$ cat src/rtl/cla_seq_adder_ctrl_pkg.sv
// cla_seq_pkg: state encoding, nibble width and index sizing shared by the sequenced adder
package cla_seq_pkg;
  typedef enum logic [1:0] {IDLE = 2'd0, RUN = 2'd1, DONE = 2'd2} state_t;
  localparam int NIBBLE_W = 4;
  function automatic int idx_w(input int nib);
    return nib > 1 ? $clog2(nib) : 1;
  endfunction
endpackage

$ cat src/rtl/cla_seq_adder_ctrl_if.sv
// cla_seq_adder_ctrl_if: start/busy/done handshake and operand/result bus
// CLA_SEQ_ADDER_SUB_EN adds the sub request bit captured with start.
interface cla_seq_adder_ctrl_if #(parameter int WIDTH = 16);
  logic start, cin, busy, done, cout;
  logic [WIDTH-1:0] a, b, sum;
`ifdef CLA_SEQ_ADDER_SUB_EN
  logic sub;
  modport master (output start, a, b, cin, sub, input busy, done, sum, cout);
  modport slave (input start, a, b, cin, sub, output busy, done, sum, cout);
`else
  modport master (output start, a, b, cin, input busy, done, sum, cout);
  modport slave (input start, a, b, cin, output busy, done, sum, cout);
`endif
endinterface

$ cat src/rtl/cla_seq_adder_ctrl_cla4.sv
// cla_4bit: combinational 4-bit carry-lookahead adder used as the nibble datapath
module cla_4bit (
  input  logic [3:0] a,
  input  logic [3:0] b,
  input  logic       cin,
  output logic [3:0] s,
  output logic       cout
);
  logic [3:0] g, p;
  logic [4:0] c;
  assign g = a & b;
  assign p = a ^ b;
  assign c[0] = cin;
  assign c[1] = g[0] | (p[0] & cin);
  assign c[2] = g[1] | (p[1] & g[0]) | (p[1] & p[0] & cin);
  assign c[3] = g[2] | (p[2] & g[1]) | (p[2] & p[1] & g[0]) | (p[2] & p[1] & p[0] & cin);
  assign c[4] = g[3] | (p[3] & g[2]) | (p[3] & p[2] & g[1]) | (p[3] & p[2] & p[1] & g[0])
              | (p[3] & p[2] & p[1] & p[0] & cin);
  assign s = p ^ c[3:0];
  assign cout = c[4];
endmodule

$ cat src/rtl/cla_seq_adder_ctrl.sv
// cla_seq_adder_ctrl: WIDTH-bit add sequenced one nibble per cycle through a single cla_4bit
// Define CLA_SEQ_ADDER_SUB_EN for a-b mode (b inverted, carry-in forced to 1).
module cla_seq_adder_ctrl
  import cla_seq_pkg::*;
#(
  parameter int WIDTH = 16
) (
  input logic clk,
  input logic rst_n,
  cla_seq_adder_ctrl_if.slave bus
);
  localparam int NIB = WIDTH / NIBBLE_W;
  localparam int IW = idx_w(NIB);
  state_t state;
  logic [WIDTH-1:0] a_r, b_r;
  logic [IW-1:0] idx;
  logic carry, c_n, sub;
  logic [NIBBLE_W-1:0] s_n;
`ifdef CLA_SEQ_ADDER_SUB_EN
  assign sub = bus.sub;
`else
  assign sub = 1'b0;
`endif
  cla_4bit u_cla (
    .a(a_r[idx*NIBBLE_W +: NIBBLE_W]),
    .b(b_r[idx*NIBBLE_W +: NIBBLE_W]),
    .cin(carry),
    .s(s_n),
    .cout(c_n)
  );
  always_ff @(posedge clk or negedge rst_n)
    if (!rst_n) begin
      state <= IDLE;
      a_r <= '0;
      b_r <= '0;
      idx <= '0;
      carry <= 1'b0;
      bus.busy <= 1'b0;
      bus.done <= 1'b0;
      bus.sum <= '0;
      bus.cout <= 1'b0;
    end else case (state)
      RUN: begin
        bus.sum[idx*NIBBLE_W +: NIBBLE_W] <= s_n;
        carry <= c_n;
        if (idx == IW'(NIB - 1)) begin
          state <= DONE;
          idx <= '0;
          bus.busy <= 1'b0;
          bus.done <= 1'b1;
          bus.cout <= c_n;
        end else idx <= idx + 1'b1;
      end
      // IDLE and DONE accept start identically, giving back-to-back operation
      default: if (bus.start) begin
        state <= RUN;
        a_r <= bus.a;
        b_r <= sub ? ~bus.b : bus.b;
        carry <= sub | bus.cin;
        idx <= '0;
        bus.busy <= 1'b1;
        bus.done <= 1'b0;
      end else begin
        state <= IDLE;
        bus.done <= 1'b0;
      end
    endcase
endmodule
$ cat src/flat_wrapper.sv
// flat-port wrapper written by rule: the top's interface ports become plain ports
module cla_seq_adder_ctrl_flat import cla_seq_pkg::*;
#(
  parameter int WIDTH = 16
)
  (clk, rst_n, bus_start, bus_a, bus_b, bus_cin, bus_busy, bus_done, bus_sum, bus_cout);
  cla_seq_adder_ctrl_if #(.WIDTH(WIDTH)) bus_i ();
  input logic clk;
  input logic rst_n;
  input wire logic [$bits(bus_i.start)-1:0] bus_start;
  input wire logic [$bits(bus_i.a)-1:0] bus_a;
  input wire logic [$bits(bus_i.b)-1:0] bus_b;
  input wire logic [$bits(bus_i.cin)-1:0] bus_cin;
  output wire logic [$bits(bus_i.busy)-1:0] bus_busy;
  output wire logic [$bits(bus_i.done)-1:0] bus_done;
  output wire logic [$bits(bus_i.sum)-1:0] bus_sum;
  output wire logic [$bits(bus_i.cout)-1:0] bus_cout;
  assign bus_i.start = bus_start;
  assign bus_i.a = bus_a;
  assign bus_i.b = bus_b;
  assign bus_i.cin = bus_cin;
  assign bus_busy = bus_i.busy;
  assign bus_done = bus_i.done;
  assign bus_sum = bus_i.sum;
  assign bus_cout = bus_i.cout;
  cla_seq_adder_ctrl #(.WIDTH(WIDTH)) u_core (.clk(clk), .rst_n(rst_n), .bus(bus_i));
endmodule
$ cat config.mk
export PLATFORM = sky130hd
export DESIGN_NAME = cla_seq_adder_ctrl_flat
export DESIGN_NICKNAME = d
export VERILOG_FILES = /design/src/rtl/cla_seq_adder_ctrl_pkg.sv /design/src/rtl/cla_seq_adder_ctrl_if.sv /design/src/rtl/cla_seq_adder_ctrl_cla4.sv /design/src/rtl/cla_seq_adder_ctrl.sv /design/src/flat_wrapper.sv
export SDC_FILE = /design/constraint.sdc
export NUM_CORES = 1
export LEC_CHECK = 0
export BUFFER_PORTS_ARGS = -buffer_cell sky130_fd_sc_hd__buf_2
export CAP_MARGIN = 0
export CORE_AREA = 2 2 71 73
export DETAILED_ROUTE_END_ITERATION = 12
export DIE_AREA = 0 0 73 75
export PLACE_DENSITY = 0.85
export SETUP_SLACK_MARGIN = 0.15
export SLEW_MARGIN = 15
export SYNTH_ARGS = -nofsm -noshare
export SYNTH_HDL_FRONTEND = slang
export SYNTH_HIERARCHICAL = 1
export SYNTH_SLANG_ARGS = --single-unit
$ cat constraint.sdc
create_clock -name clk -period 5.4 [get_ports clk]
set_clock_uncertainty 0.05 [all_clocks]
set_input_delay 0.81 -clock clk [delete_from_list [all_inputs] [get_ports clk]]
set_output_delay 0.81 -clock clk [all_outputs]
set_load 0.1 [all_outputs]
=== Yosys cells after proc, flatten, opt, wreduce, memory -nomap -nowiden ===
Index checks and enable logic that the tools add are counted.

* Register bits: 56
* Input bits: 36
* Logic and storage cells: 66

* Reduce and logical (&&, ||, !) cells: 4
* Add/subtract/negate cells: 2
* Mux-type cells: 14
* Shift-type cells: 4
* Bitwise operators: 30
* Eq/ne operators: 3

{| class="wikitable"
|+ Operators by type and width
! kind !! count
|-
| $neg A4 Y34 || 1
|-
| $shift A4 B34 Y16 const A || 1
|-
| $shiftx A4 B34 Y16 || 1
|-
| $shiftx A16 B5 Y4 || 2
|-
| $and A1 B1 Y1 || 16
|-
| $bwmux W16 || 1
|-
| $mux W2 || 5
|-
| $or A1 B1 Y1 || 10
|-
| $mux W1 || 8
|-
| $xor A4 B4 Y4 || 2
|-
| $reduce_and A2 Y1 || 3
|-
| $and A4 B4 Y4 || 1
|-
| $add A2 B1 Y2 const B || 1
|-
| $eq A2 B1 Y1 const B || 1
|-
| $eq A2 B2 Y1 const B || 1
|-
| $ne A2 B1 Y1 const B || 1
|-
| $reduce_bool A2 Y1 || 1
|-
| $not A1 Y1 || 1
|}

=== Depth between registers and ports, before layout ===
* Depth in word-level cells: 9
* Gate-level depth with buffers: 9
* Depth with buffers taken out: 7

=== By module ===
Netlist, hierarchy kept.

{| class="wikitable"
|+ Modules (own cells, without submodules)
! module !! area each (µm²) !! times used !! cells each !! sequential area each (µm²)
|-
| cla_seq_adder_ctrl || 2539.9 || 1 || 175 || 1376.3
|-
| cla_4bit || 147.6 || 1 || 17 || 0.0
|}

=== Worst setup path before layout ===
Ideal clock, no wire load.

* Kind: flip-flop to flip-flop
* From: register u_core.idx[0]
* To: register u_core.bus.cout
* Required time: 5.225 ns
* Library setup time: 0.125 ns
* Stages on the path, launching flop included: 9
* Setup slack: 2.766 ns
* Arrival: 2.458 ns
* Cell sequence: dfrtp_1 -> buf_2 -> buf_2 -> mux4_2 -> ha_1 -> a21o_1 -> a31o_1 -> a21o_1 -> mux2_2

* Cells in the longest elaborated chain, start to end: 7
* Elaborated cells between the ends (all ways): 17

{| class="wikitable"
|+ Ends and longest elaborated chain
! what !! line !! RTL
|-
| from (decl) || cla_seq_adder_ctrl.sv:16 || <nowiki>logic [IW-1:0] idx;</nowiki>
|-
| from (signal assigned) || cla_seq_adder_ctrl.sv:52 || <nowiki>end else idx <= idx + 1'b1;</nowiki>
|-
| $shiftx A16 B5 Y4 (on tied branches) || cla_seq_adder_ctrl.sv:25, cla_seq_adder_ctrl.sv:26 ||
|-
| $xor A4 B4 Y4 or $and A4 B4 Y4 (tied branches) || cla_seq_adder_ctrl_cla4.sv:12, cla_seq_adder_ctrl_cla4.sv:11 ||
|-
| $and A1 B1 Y1 (on tied branches) || cla_seq_adder_ctrl_cla4.sv:17, cla_seq_adder_ctrl_cla4.sv:18 ||
|-
| $or A1 B1 Y1 (tied with other cells) (2 in a row) || cla_seq_adder_ctrl_cla4.sv:17 || <nowiki>assign c[4] = g[3] | (p[3] & g[2]) | (p[3] & p[2] & g[1]) | (p[3] & p[2] & p[1] & g[0])</nowiki>
|-
| $or A1 B1 Y1 or $and A1 B1 Y1 (tied branches) || cla_seq_adder_ctrl_cla4.sv:17, cla_seq_adder_ctrl_cla4.sv:18 ||
|-
| $or A1 B1 Y1 (*) || cla_seq_adder_ctrl_cla4.sv:18 || <nowiki>| (p[3] & p[2] & p[1] & p[0] & cin);</nowiki>
|-
| net u_core.c_n || cla_seq_adder_ctrl.sv:17 || <nowiki>logic carry, c_n, sub;</nowiki>
|-
| to (signal assigned) || cla_seq_adder_ctrl.sv:51 || <nowiki>bus.cout <= c_n;</nowiki>
|-
| to (decl) || cla_seq_adder_ctrl_if.sv:12 || <nowiki>modport slave (input start, a, b, cin, output busy, done, sum, cout);</nowiki>
|}

Mark *: on every way through the listed nets, which the timed path passes. The rest lies on a longest branch.
A chain may end at the register's enable or synchronous reset.

=== Worst setup path in the final report ===
* From: register u_core.idx[0]
* To: register u_core.bus.sum[3]

* Cells in the longest elaborated chain, start to end: 9
* Elaborated cells between the ends (all ways): 24

{| class="wikitable"
|+ Ends and longest elaborated chain
! what !! line !! RTL
|-
| $shiftx A16 B5 Y4 (on tied branches) || cla_seq_adder_ctrl.sv:25, cla_seq_adder_ctrl.sv:26 ||
|-
| $xor A4 B4 Y4 or $and A4 B4 Y4 (tied branches) || cla_seq_adder_ctrl_cla4.sv:12, cla_seq_adder_ctrl_cla4.sv:11 ||
|-
| $and A1 B1 Y1 || cla_seq_adder_ctrl_cla4.sv:16 || <nowiki>assign c[3] = g[2] | (p[2] & g[1]) | (p[2] & p[1] & g[0]) | (p[2] & p[1] & p[0] & cin);</nowiki>
|-
| $or A1 B1 Y1 or $and A1 B1 Y1 (tied branches) (2 in a row) || cla_seq_adder_ctrl_cla4.sv:16 ||
|-
| $or A1 B1 Y1 || cla_seq_adder_ctrl_cla4.sv:16 ||
|-
| $xor A4 B4 Y4 (*) || cla_seq_adder_ctrl_cla4.sv:19 || <nowiki>assign s = p ^ c[3:0];</nowiki>
|-
| net u_core.s_n[3] || cla_seq_adder_ctrl.sv:18 || <nowiki>logic [NIBBLE_W-1:0] s_n;</nowiki>
|-
| $shiftx A4 B34 Y16 (*) || cla_seq_adder_ctrl.sv:44 || <nowiki>bus.sum[idx*NIBBLE_W +: NIBBLE_W] <= s_n;</nowiki>
|-
| $bwmux W16 (*) || cla_seq_adder_ctrl.sv:44 ||
|-
| to (signal, indexed assignment) || cla_seq_adder_ctrl.sv:44 ||
|-
| to (decl) || cla_seq_adder_ctrl_if.sv:12 ||
|}

Marked as above.

==> flow_summary.ini <==
[outcome]
status = complete, no violations

[yosys]
post_synth_num_cell_types = 29
synth_edf_count = 0
ys_ff_latch = 55
yosysWarnings = 6
synthesis.nets = 239
ys.flop_type = dfrtp_1
synth-async-reset-ratio_pct = 100
synth_area_per_cell_um2 = 14.0
synthesis.instances = 192
synth_seq_area_share_pct = 51.2
syn_area_um2 = 2690

[timing]
setup_violations = 0
maxSlewViolCount = 0
min_period_ns = 2.87
tightestPinTransition_ns = 0.779
max_freq_mhz = 348
fin_setup_tns_ns = 0
hold_violations = 0
final.period_utilization_pct = 53.2
rsz0062_at_grt = false
slew-limit-headroom_pct = 48.1
setup_ws_ns = 2.53

[clock_network]
clockBufferDepth = 2
htreeDepth = 2
holdBufCountCts = 0
cts.clk_slew.worst_paths_ns = 0.09
cts_resized = 0
cts_setup_buffers = 0
clk_latency_ns = 0.31
cts_tree = built
cts_root_buf = clkbuf_8
clock_sinks = 55
numCtsBuffers = 5

[worst_setup_path]
r2r_cells = 7
worstPathRequired_ns = 5.58
rrSetupSlack_ns = 2.53
crit_path_max_fanout = 18
end_kind = register
crit_type = register to register
r2r-start = u_core/idx[0]
startpoint = u_core/idx[0]
reg2reg_to = u_core/bus.sum[3]
crit_arrival_ns = 3.05
cp-endpoint = u_core/bus.sum[3]
cp-start-kind = register

[final_layout]
multiInputGateArea_um2 = 1210
seq_area_um2 = 1380
fin_nets = 293
design_area_um2 = 3040
drive_gt1_share_pct = 42.4
num-fill-cells = 358
diodes = 0
fin_util_pct = 65.1
syn_to_final_growth_pct = 12.9

[global_route]
grt_pass1_vias = 1646
grt-ovfl-total = 0
grt_pass1_wl_mm = 7.82
grtUsageTotal_pct = 19.3
antenna_found_initial = 0
grt_max_degree = 56

[detailed_routing]
dr.pass1.iters = 4
drc_errors = 0
wl_mm = 4.73
vias_per_cell = 5.43
drt_iter0_drc = 78
vias = 1624
final_antenna_net_count = 0
wl_per_cell_um = 15.8

[floorplan]
die_w_um = 73
die_y_um = 75
initial_utilization_pct = 57.7
dieArea_um2 = 5480
ios = 55
rows = 25
core_area_um2 = 4660

[place]
hpwl_mm = 3.47
io_buffers = 54
dpl_cell_area_um2 = 2960
gp_congestion = 0.757
dpl_worst_slack_ns = 2.51

[worst_hold_path]
hold_class = register to register

[flow_run]
drv_cap = 0
## worst max-delay path, cell delays in order, from the launching register on
cell     delay (ns)
dfrtp_1        0.86
mux4_2         0.61
ha_1           0.31
a21o_1         0.20
a31o_1         0.25
xor2_1         0.28
nand2_1        0.08
o21ai_0        0.16
## cell usage after synthesis (2+ instances only)
cell / count / share of area [%]
mux2_2: 4 / 1.7
a22o_1: 5 / 1.6
buf_6: 5 / 2.1
o21ai_0: 13 / 2.4
inv_1: 7 / 0.98
xnor2_1: 2 / 0.65
mux4_2: 8 / 6.7
a21oi_1: 2 / 0.37
buf_2: 2 / 0.37
nor3b_1: 2 / 0.56
nor2_1: 3 / 0.42
dfrtp_1: 55 / 51
a21o_1: 3 / 0.84
mux2_4: 29 / 16
nand2_1: 27 / 3.8
nand3b_1: 3 / 0.84
ha_1: 10 / 4.7
## flip-flops by register name, indices dropped and copies added (netlist names)
name / flops
u_core/bus.done: 1
u_core/state: 1
u_core/carry: 1
u_core/bus.sum: 16
u_core/idx: 2
u_core/b_r: 16
u_core/bus.busy: 1
u_core/a_r: 16
u_core/bus.cout: 1
## final cells by class
type / count / share of cell area (%)
flip-flops and latches: 55 / 45.3
multi-input cells: 122 / 40.0
repair buffers: 55 / 9.15
clock buffers: 6 / 2.39
well taps: 54 / 2.23
inverters: 7 / 0.866
## through the flow
| stage | hold slack [ns] | cells |
|---|---|---|
| final | 0.427 | 299 |
| after global routing | 0.453 | 299 |
| after CTS | 0.435 | 299 |
| after detailed placement | 0.415 | 293 |
| after global placement | 0.405 | 293 |
| after floorplan | 0.424 | 192 |
## cell families after synthesis
family,Yosys count,synth area share [%]
and+or+nand+nor,41,8.01
xor gates and xnor gates,3,0.978
DFF,55,51.2
adders and majority gates,11,5.40
AOI/OAI and AO/OA,25,5.87
buffers and inverters,15,3.58
muxes,42,25.0
## layout by cell type, fill, tap and decap left out, types with 3 or more instances in the layout
master	count
nor2_1	3
dfrtp_1	55
a22o_1	5
clkbuf_8	5
nand3b_1	3
a21o_1	3
mux2_2	4
buf_2	54
mux2_4	29
mux4_2	8
inv_1	7
nand2_1	27
ha_1	10
o21ai_0	13
## worst min-delay path by stage
stage / to / depth (start not counted) / start
after global placement: u_core/bus.sum[1] / 2 / u_core/bus.sum[1]
after CTS: u_core/bus.sum[0] / 2 / u_core/bus.sum[0]
after floorplan: u_core/b_r[14] / 1 / u_core/b_r[14]
after detailed placement: u_core/bus.sum[0] / 2 / u_core/bus.sum[0]
after global routing: u_core/bus.sum[4] / 2 / u_core/bus.sum[4]
final: u_core/bus.sum[0] / 2 / u_core/bus.sum[0]
## layer usage
layer	global-route usage (%)	routed length (µm)	vias up	part of all wire, %
li1	-	-	779	-
met3	5.49	208	7	4.4
met5	0	0	-	0
met1	24.5	2080	792	44
met4	6.79	70	0	1.5
met2	32.0	2360	46	50
Power is not shown: default switching activity piles up to over one toggle a cycle in this logic, so the estimate is an artifact.
